File: config.mk
export PLATFORM = sky130hd
export DESIGN_NAME = adder_arbiter
export DESIGN_NICKNAME = d
export VERILOG_FILES = /design/src/rtl/adder_arbiter.sv
export SDC_FILE = /design/constraint.sdc
export NUM_CORES = 1
export LEC_CHECK = 0
export ABC_AREA = 1
export CORE_MARGIN = 2
export CORE_UTILIZATION = 45
export CTS_CLUSTER_DIAMETER = 120
export DETAILED_ROUTE_END_ITERATION = 10
export DONT_BUFFER_PORTS = 1
export GPL_TIMING_DRIVEN = 0
export SLEW_MARGIN = 40
export SYNTH_ARGS = -nofsm -noshare
export SYNTH_HDL_FRONTEND = slang
export SYNTH_SLANG_ARGS = --single-unit
File: constraint.sdc
create_clock -name clk -period 3.65 [get_ports clk]
set_input_delay 0.73 -clock clk [delete_from_list [all_inputs] [get_ports clk]]
set_output_delay 0.73 -clock clk [all_outputs]
set_load 0.01 [all_outputs]
File: src/rtl/adder_arbiter.sv
// Two-requester arbiter sharing one 16-bit saturating CLA adder, with a
// single registered result slot that can be refilled in the cycle it drains.

module adder16 (
    input  logic [15:0] a,
    input  logic [15:0] b,
    input  logic        padd,
    input  logic        sub,
    output logic [15:0] sum,
    output logic        cout
);
    logic [15:0] b_eff;
    logic [15:0] g;
    logic [15:0] p;
    logic [15:0] lane_sum;
    logic [3:0]  lane_cin;
    logic [3:0]  lane_cout;
    logic [3:0]  lane_ovf;

    assign b_eff = (sub & ~padd) ? ~b : b;
    assign g     = a & b_eff;
    assign p     = a ^ b_eff;

    generate
        for (genvar gi = 0; gi < 4; gi++) begin : g_nib
            localparam int L = 4 * gi;
            logic [3:0] c;
            logic       grp_g;
            logic       grp_p;
            logic [3:0] s;

            // Lanes are isolated in PADDSB mode, otherwise the group carry chains on.
            if (gi == 0) begin : g_cin0
                assign lane_cin[gi] = sub & ~padd;
            end else begin : g_cinn
                assign lane_cin[gi] = ~padd & lane_cout[gi-1];
            end

            assign c[0]  = lane_cin[gi];
            assign c[1]  = g[L] | (p[L] & lane_cin[gi]);
            assign c[2]  = g[L+1] | (p[L+1] & g[L]) | (p[L+1] & p[L] & lane_cin[gi]);
            assign c[3]  = g[L+2] | (p[L+2] & g[L+1]) | (p[L+2] & p[L+1] & g[L])
                         | (p[L+2] & p[L+1] & p[L] & lane_cin[gi]);
            assign grp_g = g[L+3] | (p[L+3] & g[L+2]) | (p[L+3] & p[L+2] & g[L+1])
                         | (p[L+3] & p[L+2] & p[L+1] & g[L]);
            assign grp_p = &p[L+3:L];
            assign lane_cout[gi] = grp_g | (grp_p & lane_cin[gi]);

            assign s = p[L+3:L] ^ c;
            // Signed overflow: carry into the lane MSB differs from carry out of it.
            assign lane_ovf[gi] = c[3] ^ lane_cout[gi];
            assign lane_sum[L+3:L] = (padd & lane_ovf[gi]) ? (a[L+3] ? 4'h8 : 4'h7) : s;
        end
    endgenerate

    assign sum  = (~padd & lane_ovf[3]) ? (a[15] ? 16'h8000 : 16'h7FFF) : lane_sum;
    assign cout = ~padd & lane_cout[3];
endmodule

module adder_arbiter #(
    parameter bit RR_EN = 1'b1
) (
    input  logic        clk,
    input  logic        rst_n,
    input  logic        req0_valid,
    output logic        req0_ready,
    input  logic [15:0] req0_a,
    input  logic [15:0] req0_b,
    input  logic        req0_padd,
    input  logic        req0_sub,
    input  logic        req1_valid,
    output logic        req1_ready,
    input  logic [15:0] req1_a,
    input  logic [15:0] req1_b,
    input  logic        req1_padd,
    input  logic        req1_sub,
    output logic        rsp_valid,
    output logic        rsp_id,
    output logic [15:0] rsp_sum,
    output logic        rsp_cout,
    input  logic        rsp_ready
);
    logic        rsp_valid_q, rsp_valid_d;
    logic        rsp_id_q, rsp_id_d;
    logic [15:0] rsp_sum_q, rsp_sum_d;
    logic        rsp_cout_q, rsp_cout_d;
    logic        last_grant_q, last_grant_d;

    logic        slot_free;
    logic        grant;
    logic        fire;
    logic [15:0] op_a;
    logic [15:0] op_b;
    logic        op_padd;
    logic        op_sub;
    logic [15:0] add_sum;
    logic        add_cout;

    assign slot_free = ~rsp_valid_q | rsp_ready;

    always_comb begin
        grant = 1'b0;
        if (req0_valid && req1_valid) begin
            grant = RR_EN ? ~last_grant_q : 1'b0;
        end else if (req1_valid) begin
            grant = 1'b1;
        end
    end

    assign req0_ready = slot_free & req0_valid & ~grant;
    assign req1_ready = slot_free & req1_valid & grant;
    assign fire       = req0_ready | req1_ready;

    assign op_a    = grant ? req1_a    : req0_a;
    assign op_b    = grant ? req1_b    : req0_b;
    assign op_padd = grant ? req1_padd : req0_padd;
    assign op_sub  = grant ? req1_sub  : req0_sub;

    adder16 u_adder (
        .a    (op_a),
        .b    (op_b),
        .padd (op_padd),
        .sub  (op_sub),
        .sum  (add_sum),
        .cout (add_cout)
    );

    always_comb begin
        rsp_valid_d  = rsp_valid_q;
        rsp_id_d     = rsp_id_q;
        rsp_sum_d    = rsp_sum_q;
        rsp_cout_d   = rsp_cout_q;
        last_grant_d = last_grant_q;
        if (fire) begin
            rsp_valid_d  = 1'b1;
            rsp_id_d     = grant;
            rsp_sum_d    = add_sum;
            rsp_cout_d   = add_cout;
            last_grant_d = grant;
        end else if (rsp_ready) begin
            rsp_valid_d  = 1'b0;
        end
    end

    // last_grant resets to 1 so requester 0 wins the first contention.
    always_ff @(posedge clk or negedge rst_n) begin
        if (!rst_n) begin
            rsp_valid_q  <= 1'b0;
            rsp_id_q     <= 1'b0;
            rsp_sum_q    <= 16'h0000;
            rsp_cout_q   <= 1'b0;
            last_grant_q <= 1'b1;
        end else begin
            rsp_valid_q  <= rsp_valid_d;
            rsp_id_q     <= rsp_id_d;
            rsp_sum_q    <= rsp_sum_d;
            rsp_cout_q   <= rsp_cout_d;
            last_grant_q <= last_grant_d;
        end
    end

    assign rsp_valid = rsp_valid_q;
    assign rsp_id    = rsp_id_q;
    assign rsp_sum   = rsp_sum_q;
    assign rsp_cout  = rsp_cout_q;
endmodule
Word level (Yosys, flattened, before mapping)
Index checks and enable logic that the tools add are counted.
{"block": "totals", "register_bits": 20, "inputBits": 73, "out_inout_bits": 21, "word_cells": 161}
{"block": "classes", "muxes": 19, "n_bitwise": 131, "n_reduce_logical": 6}
{"cell": "$mux 16", "n": 5}
{"cell": "$and 1x1->1", "n": 74}
{"cell": "$or 1x1->1", "n": 42}
{"cell": "$mux 4", "n": 8}
{"cell": "$and 16x16->16", "n": 1}
{"cell": "$not 16->16", "n": 1}
{"cell": "$reduce_and 4->1", "n": 4}
{"cell": "$xor 16x16->16", "n": 1}
{"cell": "$xor 4x4->4", "n": 4}
{"cell": "$mux 1", "n": 6}
{"cell": "$not 1->1", "n": 4}
{"cell": "$xor 1x1->1", "n": 4}
{"cell": "$reduce_bool 2->1", "n": 1}
{"cell": "$logic_and 1x1->1", "n": 1}

Logic depth before layout (Yosys ltp)
Gate-level depths: netlist of run 1.
{"block": "logic_depth", "word_depth": 25, "depth_mapped": 28, "ltp_nobuf": 27}

Hierarchy
Synthesis of run 1 repeated with hierarchy kept, for this count alone.
{"block": "hier_totals", "cells_unflattened": 418, "hier_area_um2": 2670.1}
{"mod": "adder16", "n_inst": 1, "cells_each": 219, "area_each_um2": 1391.3, "seq_area_each_um2": 0.0}
{"mod": "adder_arbiter", "n_inst": 1, "cells_each": 199, "area_each_um2": 1278.7, "seq_area_each_um2": 501.7}

Least setup slack after synthesis of run 1
No wires, ideal clock.
{"block": "synth_timing", "kind": "input to register", "from": "in req0_valid", "to": "reg rsp_sum_q[9], in the netlist rsp_sum[9]", "setup_time_ns": 0.117, "arrival_time_ns": 3.845, "required_ns": 3.533, "setup_slack_ns": -0.312, "path_stages": 24, "path_buffers": 2, "path_cell_list": "nand2_2 -> nand2_4 -> buf_2 -> buf_1 -> mux2i_1 -> xor2_1 -> ha_1 -> nand2_1 -> nor3_1 -> nand3_2 -> nand2_2 -> nand3_2 -> nand2_2 -> inv_1 -> nor2_1 -> inv_1 -> fa_1 -> xnor2_1 -> nand2_1 -> nand2_1 -> nand2_1 -> nand2_1 -> nand2_1 -> nand2_1"}
{"block": "synth_via", "elab_chain_len": 24}
{"item": "from (decl)", "line_no": "65", "source": "input logic req0_valid,"}
{"item": "$logic_and 1x1->1", "line_no": "103", "source": "if (req0_valid && req1_valid) begin"}
{"item": "$mux 1", "line_no": "103"}
{"item": "$mux 1", "line_no": "116", "source": "assign op_padd = grant ? req1_padd : req0_padd;"}
{"item": "$not 1->1"}
{"item": "$and 1x1->1", "line_no": "20, 34"}
{"item": "$mux 16", "line_no": "20", "source": "assign b_eff = (sub & ~padd) ? ~b : b;"}
{"item": "$xor 16x16->16 or $and 16x16->16 (tied branches)", "line_no": "22, 21"}
{"item": "$and 1x1->1, on equally long branches", "line_no": "44, 45"}
{"item": "(+8 left out)"}
{"item": "$and 1x1->1", "line_no": "47", "source": "assign lane_cout[gi] = grp_g | (grp_p & lane_cin[gi]);"}
{"item": "$or 1x1->1", "line_no": "47"}
{"item": "$and 1x1->1", "line_no": "36", "source": "assign lane_cin[gi] = ~padd & lane_cout[gi-1];"}
{"item": "$and 1x1->1, on equally long branches", "line_no": "43, 47"}
{"item": "$or 1x1->1, on equally long branches", "line_no": "43, 47"}
{"item": "$xor 1x1->1", "line_no": "51", "source": "assign lane_ovf[gi] = c[3] ^ lane_cout[gi];"}
{"item": "$and 1x1->1", "line_no": "56", "source": "assign sum = (~padd & lane_ovf[3]) ? (a[15] ? 16'h8000 : 16'h7FFF) : lane_sum;"}
{"item": "$mux 16", "line_no": "56"}
{"item": "to (signal assigned)", "line_no": "156", "source": "rsp_sum_q <= rsp_sum_d;"}
{"item": "to (decl)", "line_no": "85", "source": "logic [15:0] rsp_sum_q, rsp_sum_d;"}
Parallel ways exist; a longest one is shown, timed or not.
A chain may end at the register's enable or synchronous reset.

Worst setup path after layout of run 1
{"block": "layout_timing", "from": "reg last_grant_q", "to": "reg rsp_sum_q[12], in the netlist rsp_sum[12]"}
{"block": "layout_via", "elab_chain_len": 25}
{"item": "from (decl)", "line_no": "87", "source": "logic last_grant_q, last_grant_d;"}
{"item": "from (signal assigned)", "line_no": "158", "source": "last_grant_q <= last_grant_d;"}
{"item": "$not 1->1 (*)", "line_no": "104", "source": "grant = RR_EN ? ~last_grant_q : 1'b0;"}
{"item": "$mux 1 (*)", "line_no": "103"}
{"item": "$mux 1", "line_no": "116"}
{"item": "$not 1->1"}
{"item": "$and 1x1->1", "line_no": "20, 34"}
{"item": "$mux 16", "line_no": "20"}
{"item": "$xor 16x16->16 or $and 16x16->16 (tied branches)", "line_no": "22, 21"}
{"item": "$and 1x1->1, on equally long branches", "line_no": "44, 45"}
{"item": "(+9 left out)"}
{"item": "$or 1x1->1", "line_no": "47"}
{"item": "$and 1x1->1", "line_no": "36"}
{"item": "$and 1x1->1, on equally long branches", "line_no": "43, 47"}
{"item": "$or 1x1->1, on equally long branches", "line_no": "43, 47"}
{"item": "$xor 1x1->1", "line_no": "51"}
{"item": "$and 1x1->1", "line_no": "52", "source": "assign lane_sum[L+3:L] = (padd & lane_ovf[gi]) ? (a[L+3] ? 4'h8 : 4'h7) : s;"}
{"item": "$mux 4", "line_no": "52"}
{"item": "$mux 16", "line_no": "56"}
Every way passes the cells marked *; elsewhere a longest branch is shown, timed or not.

==> results of run 1 <==
==> final timing paths <==
path                                             to  slack (ns)  depth (start not counted)
setup / recovery            rsp_sum[12]$_DFFE_PN0P_        0.15                         20
hold / removal              rsp_sum[12]$_DFFE_PN0P_        0.16                          0
setup reg to reg            rsp_sum[12]$_DFFE_PN0P_        0.15                         20
hold reg to reg            last_grant_q$_DFFE_PN1P_        0.49                          2
max in group asynchronous  last_grant_q$_DFFE_PN1P_        3.31                          0
min in group clk           last_grant_q$_DFFE_PN1P_        0.49                          2
==> through the flow <==
| step | std cells | setup TNS [ns] | utilization (%) | setup WS (ns) | hold WS [ns] |
|---|---|---|---|---|---|
| 2_1_floorplan | 376 | 0 | - | 0.04297 | 0.4344 |
| 3_3_place_gp | 448 | -3.669 | 47.73 | -0.3926 | 0.4348 |
| 3_5_place_dp | 448 | -3.971 | 47.73 | -0.3968 | 0.4348 |
| 4_1_cts | 453 | 0 | 49.51 | 0.001951 | 0.1604 |
| 5_1_grt | 475 | -0.1947 | 55.51 | -0.06563 | 0.1457 |
| 6_report | 475 | 0 | 55.51 | 0.1468 | 0.1613 |
==> final cells by class <==
cell class	instances	area, sq um	share of cell area [%]
buffer	11	115.1	3.837
clock buffer	4	55.05	1.835
inverter	35	142.6	4.754
multi-input combinational	310	1897	63.22
sequential	20	501.7	16.72
tap	72	90.09	3.002
timing repair buffer	23	198.9	6.631
==> metal layers <==
layer | share of wire (%) | wire (um)
met1 | 46 | 2780
met2 | 48 | 2911
met3 | 4.6 | 277
met4 | 1.5 | 88
met5 | 0 | 0
==> synthesized netlist by cell type (all sizes together) (2+ instances only) <==
cell    number  area, sq um
nand2      171        710.7
inv         35        131.4
nand3       21        142.6
nor2        21        78.83
xor2        20        175.2
dfrtp       19        475.5
ha          16        200.2
mux2i       15        150.1
o21ai       11        55.05
a21oi        8        40.04
or2          8        50.05
buf          7        47.55
nand4        7        58.81
clkbuf       4        15.01
fa           3        60.06
xnor2        3        26.28
nor3         2        10.01
==> cell families (layout without fill, tap and decap cells) <==
kind of cell | Yosys count | after routing
compound gates | 21 | 21
simple gates | 232 | 232
buf+inv | 46 | 73
xor+xnor | 23 | 23
flops | 20 | 20
fa+ha+maj | 19 | 19
mux | 15 | 15
==> sequential cells by signal, indices dropped and copies added, names as in the netlist <==
signal and count:
rsp_id 1, rsp_cout 1, rsp_valid 1, rsp_sum 16
last_grant_q 1
==> where the power goes <==
group	switching [mW]	total [mW]	internal (mW)
combinational	0.626	1.06	0.433
clock	0.0672	0.163	0.0958
sequential	0.110	0.428	0.318
==> critical path, stage by stage (launching register included) <==
cell and delay (ns):
dfstp_2 0.56, nand2_4 0.08, nand2_8 0.12, buf_12 0.13
buf_12 0.12, mux2i_2 0.22, xor2_1 0.09, ha_1 0.33
inv_1 0.11, nor3_2 0.18, nand3_2 0.09, nand2_2 0.10
nand3_2 0.09, nand2_4 0.09, nand3_2 0.10, nand2_4 0.11
nand2_1 0.09, fa_2 0.57, nand2_1 0.06, nand3_1 0.08
nand2_1 0.05
==> what timing repair did <==
| item | CTS | global route |
|---|---|---|
| resized for setup | 10 | 42 |
| endpoints found under the setup margin | 12 | 16 |
| buffers inserted | 1 | 22 |
| endpoints found under the hold margin | 0 | 0 |
| pin swaps | 1 | 23 |
==> impl_metrics.csv, run 1 <==
group,metric,value,unit
synth,muxShareOfSynthArea,6.048,%
sta,worst_slew_pin_slew,0.4359,ns
outcome,outcome,"finished, final reports clean",
grt,grt_max_degree,21,
critical_path,cp_data_required_time,3.80,ns
critical_path,crit_path_start,"last_grant_q$_DFFE_PN1P_",
clocking,path_clk_slew,0.07,ns
synth,synth_adder_area_share,10.48,%
critical_path,cp-start-kind,"flip-flop",
pwr,total_power,1.649,mW
grt,busiest_layer,"met2",
drt,finalWirelength,6057,um
cells_and_area,drive_gt1_share,22.83,%
clocking,cts_hold_buffers,0,
sta,fin_crit_sh,95.98,%
synth,synth_compound_area_share,4.435,%
placed_design,dp_hpwl,4643,um
placed_design,gp_congestion,0.8664,
min_path,min_path_type,"input pin to asynchronous set/reset pin",
grt,met3_usage,2.989,%
critical_path,arrival,3.65,ns
floorplan,initial_utilization,45.93,%
synth,syn_inst,376,
pwr,power_density,549.6,mW/mm^2
clocking,cts_buffer_depth,2,
critical_path,reg2reg_from,"last_grant_q$_DFFE_PN1P_",
clocking,clkLatencyLatePin,0.25,ns
synth,syn_area_per_cell,6.602,sq um
job,cap_violations,0,
sta,slew_viol_final,0,
floorplan,core,0.005405,sq mm
drt,drtPass1Iterations,4,
placed_design,dpl_cell_area,0.002580,sq mm
grt,use_met1,23.90,%
drt,avgRoutedWirePerCell,12.75,um
floorplan,core.rowCount,27,
sta,fmax,285.5,MHz
synth,synth_xor_area_share,8.115,%
floorplan,die-area,0.006126,sq mm
synth,synthSimpleGateAreaFrac,42.89,%
cells_and_area,syn_to_final_growth,20.87,%
pwr,ir_worst_vdd,250.4,uV
drt,drt_iter0_drc,64,
cells_and_area,fillCellCount,544,
floorplan,die_h,78.27,um
synth,ys_types,33,
grt,grt_pass1_vias,1960,
clocking,cts_tree,"yes",
synth,synth_edf_count,0,
sta,finalCriticalPeriod,3.503,ns
placed_design,numPortBuffers,0,
synth,synth_nets,468,
synth,yosys_warnings,0,
clocking,ctsHtreeMaxLevel,1,
pwr,p_leak,1.660,nW
grt,grt_overflow,0,
cells_and_area,design_area,0.003000,sq mm
grt,grt_pass1_wl,8818,um
grt,grt_util_all_layers,17.83,%
drt,via_per_inst,4.874,
clocking,cts.sinks,20,
sta,slew_headroom,70.63,%
grt,grt_antenna_before_repair,0,
sta,skew,0.006082,ns
drt,vias,2315,
floorplan,die_w,78.27,um
critical_path,path_max_fanout,7,
synth,synth_async_sr_flop_share,100.0,%
cells_and_area,fin_nets,496,
cells_and_area,final_cell_mix,"nand2_1, inv_1, xor2_1, buf_4, dfrtp_1",
synth,synth-seq-cells,20,
clocking,cts-root-buf,"clkbuf_8",
drt,remaining_drc_errors,0,
sta,setup_viol_count_final,0,
synth,synth_top_family_by_area,"simple AND/OR/NAND/NOR gates",
cells_and_area,layout_commonest_cell,"nand2_1",
clocking,cts_inserted_buffers,3,
sta,report.final.hold_viol_count,0,
critical_path,cp-end-kind,"flip-flop",
grt,met2_usage,28.45,%
sta,rsz0062_at_grt,"yes",
synth,synth_seq_area_share,20.21,%
drt,ant_nets,0,
critical_path,worstSetupPathType,"flip-flop to flip-flop",
floorplan,io_pins,94,
synth,synth_flop_cell,"dfrtp_1",
synth,synth_area,0.002482,sq mm
cells_and_area,diodes,0,
(Power assumes the default switching activity.)
==> inputs of run 2 (changes only) <==
Settings changed: GPL_TIMING_DRIVEN 0 to not set.
==> impl_metrics.csv, run 2 (same netlist as run 1, synthesis figures left out) <==
group,metric,value,unit
cells_and_area,layout_commonest_cell,"nand2_1",
clocking,cts_inserted_buffers,3,
grt,grt_util_all_layers,18.54,%
job,cap_violations,0,
sta,slew_headroom,68.27,%
clocking,ctsHtreeMaxLevel,1,
sta,skew,0.003012,ns
drt,vias,2324,
floorplan,die_w,78.27,um
floorplan,initial_utilization,45.93,%
sta,fmax,290.4,MHz
sta,slew_viol_final,0,
grt,grt_pass1_wl,9501,um
critical_path,cp_data_required_time,3.84,ns
clocking,path_clk_slew,0.07,ns
cells_and_area,final_cell_mix,"nand2_1, inv_1, buf_4",
placed_design,dpl.cell_count,460,
sta,finalCriticalPeriod,3.444,ns
pwr,power_density,548.2,mW/mm^2
clocking,cts.sinks,20,
critical_path,rrSetupSlack,0.21,ns
critical_path,cp-start-kind,"flip-flop",
drt,remaining_drc_errors,0,
cells_and_area,syn_to_final_growth,22.78,%
clocking,clkLatencyLatePin,0.25,ns
critical_path,path_max_fanout,7,
drt,via_per_inst,4.872,
critical_path,arrival,3.64,ns
sta,report.final.hold_viol_count,0,
cells_and_area,drive_gt1_share,22.72,%
drt,drt_iter0_drc,59,
critical_path,crit_path_start,"last_grant_q$_DFFE_PN1P_",
cells_and_area,largest_reg_flops,16,
sta,setup_viol_count_final,0,
grt,grt_pass1_vias,2100,
grt,grt_antenna_before_repair,0,
critical_path,worstSetupPathType,"flip-flop to flip-flop",
cells_and_area,fin_nets,498,
placed_design,dp_hpwl,4607,um
cells_and_area,fin_cells,477,
floorplan,core,0.005405,sq mm
outcome,outcome,"finished, final reports clean",
placed_design,gp_congestion,0.8580,
drt,finalWirelength,6174,um
critical_path,rr_worst_depth,26,
cells_and_area,diodes,0,
drt,avgRoutedWirePerCell,12.94,um
sta,fin_crit_sh,94.35,%
clocking,cts-root-buf,"clkbuf_8",
pwr,p_leak,1.672,nW
sta,worst_slew_pin_slew,0.4710,ns
floorplan,core.rowCount,27,
pwr,total_power,1.671,mW
min_path,min_path_type,"input pin to asynchronous set/reset pin",
floorplan,io_pins,94,
placed_design,numPortBuffers,0,
floorplan,die_h,78.27,um
grt,grt_overflow,0,
grt,grt_max_degree,22,
critical_path,cp-end-kind,"flip-flop",
critical_path,reg2reg_from,"last_grant_q$_DFFE_PN1P_",
clocking,cts_tree,"yes",
critical_path,endpoint,"rsp_sum[9]$_DFFE_PN0P_",
floorplan,die-area,0.006126,sq mm
drt,drtPass1Iterations,4,
pwr,ir_worst_vdd,229.0,uV
drt,ant_nets,0,
critical_path,regToRegEndpoint,"rsp_sum[9]$_DFFE_PN0P_",
clocking,cts_buffer_depth,2,
## run 2: repair_timing
action	CTS	global route
hold buffers	0	0
resized for setup	0	37
endpoints found under the setup margin	0	16
buffers inserted	0	10
## run 2: critical path: stages, from the launching register on
cell	delay [ns]
dfstp_2	0.56
nand2_4	0.08
nand2_8	0.12
buf_12	0.15
nand2_1	0.05
o21ai_1	0.10
nand2_1	0.08
nand2_1	0.07
inv_1	0.07
ha_4	0.27
inv_1	0.05
nor3_2	0.22
nand3_2	0.13
nand2_4	0.11
nand3_2	0.06
nand2_2	0.10
inv_1	0.06
nor2_1	0.08
inv_1	0.06
fa_1	0.42
xnor2_1	0.18
nand2_1	0.07
nand2_1	0.05
nand2_1	0.05
nand2_1	0.06
nand2_1	0.05
nand2_1	0.07
## run 2: worst min path at each step
stage           from                      end  depth (start not counted)
3_3_place_gp   rst_n  rsp_sum[12]$_DFFE_PN0P_                          0
6_report       rst_n  rsp_sum[12]$_DFFE_PN0P_                          0
4_1_cts        rst_n  rsp_sum[15]$_DFFE_PN0P_                          0
2_1_floorplan  rst_n     rsp_cout$_DFFE_PN0P_                          0
5_1_grt        rst_n  rsp_sum[12]$_DFFE_PN0P_                          0
3_5_place_dp   rst_n  rsp_sum[12]$_DFFE_PN0P_                          0
## run 2: stage by stage
step                      utilization (%)  worst slack, ns  hold slack (ns)  instance area (sq um)  setup TNS (ns)
final                               56.39           0.2061           0.1636                   3048               0
after global routing                56.39         -0.06850           0.1447                   3048         -0.2538
after CTS                           50.93           0.1539           0.1564                   2753               0
after detailed placement            50.09         -0.03229           0.4348                   2708         -0.1057
after global placement              50.09          0.04015           0.4348                   2708               0
after floorplan                         -          0.04297           0.4344                   2490               0
## run 2: area by class of cell
class,instances,area (sq um)
Multi-Input combinational cell,311,1947
Timing Repair Buffer,35,326.6
Sequential cell,20,501.7
Clock buffer,4,45.04
Tap cell,72,90.09
Inverter,35,137.6
Fill cell,569,2357
## run 2: where the power goes
part | switching [mW] | internal [mW] | total [mW] | leakage, nW
clock network | 0.0652 | 0.0775 | 0.143 | 0.0228
logic | 0.631 | 0.469 | 1.10 | 1.40
registers | 0.110 | 0.318 | 0.428 | 0.245
## run 2: routing by layer
layer | up-vias | track usage (%) | routed length (um)
met1 | 997 | 26.67 | 2914
met5 | - | 0 | 0
met2 | 72 | 30.26 | 2862
li1 | 1244 | - | -
met4 | 0 | 3.684 | 106
met3 | 11 | 1.839 | 290
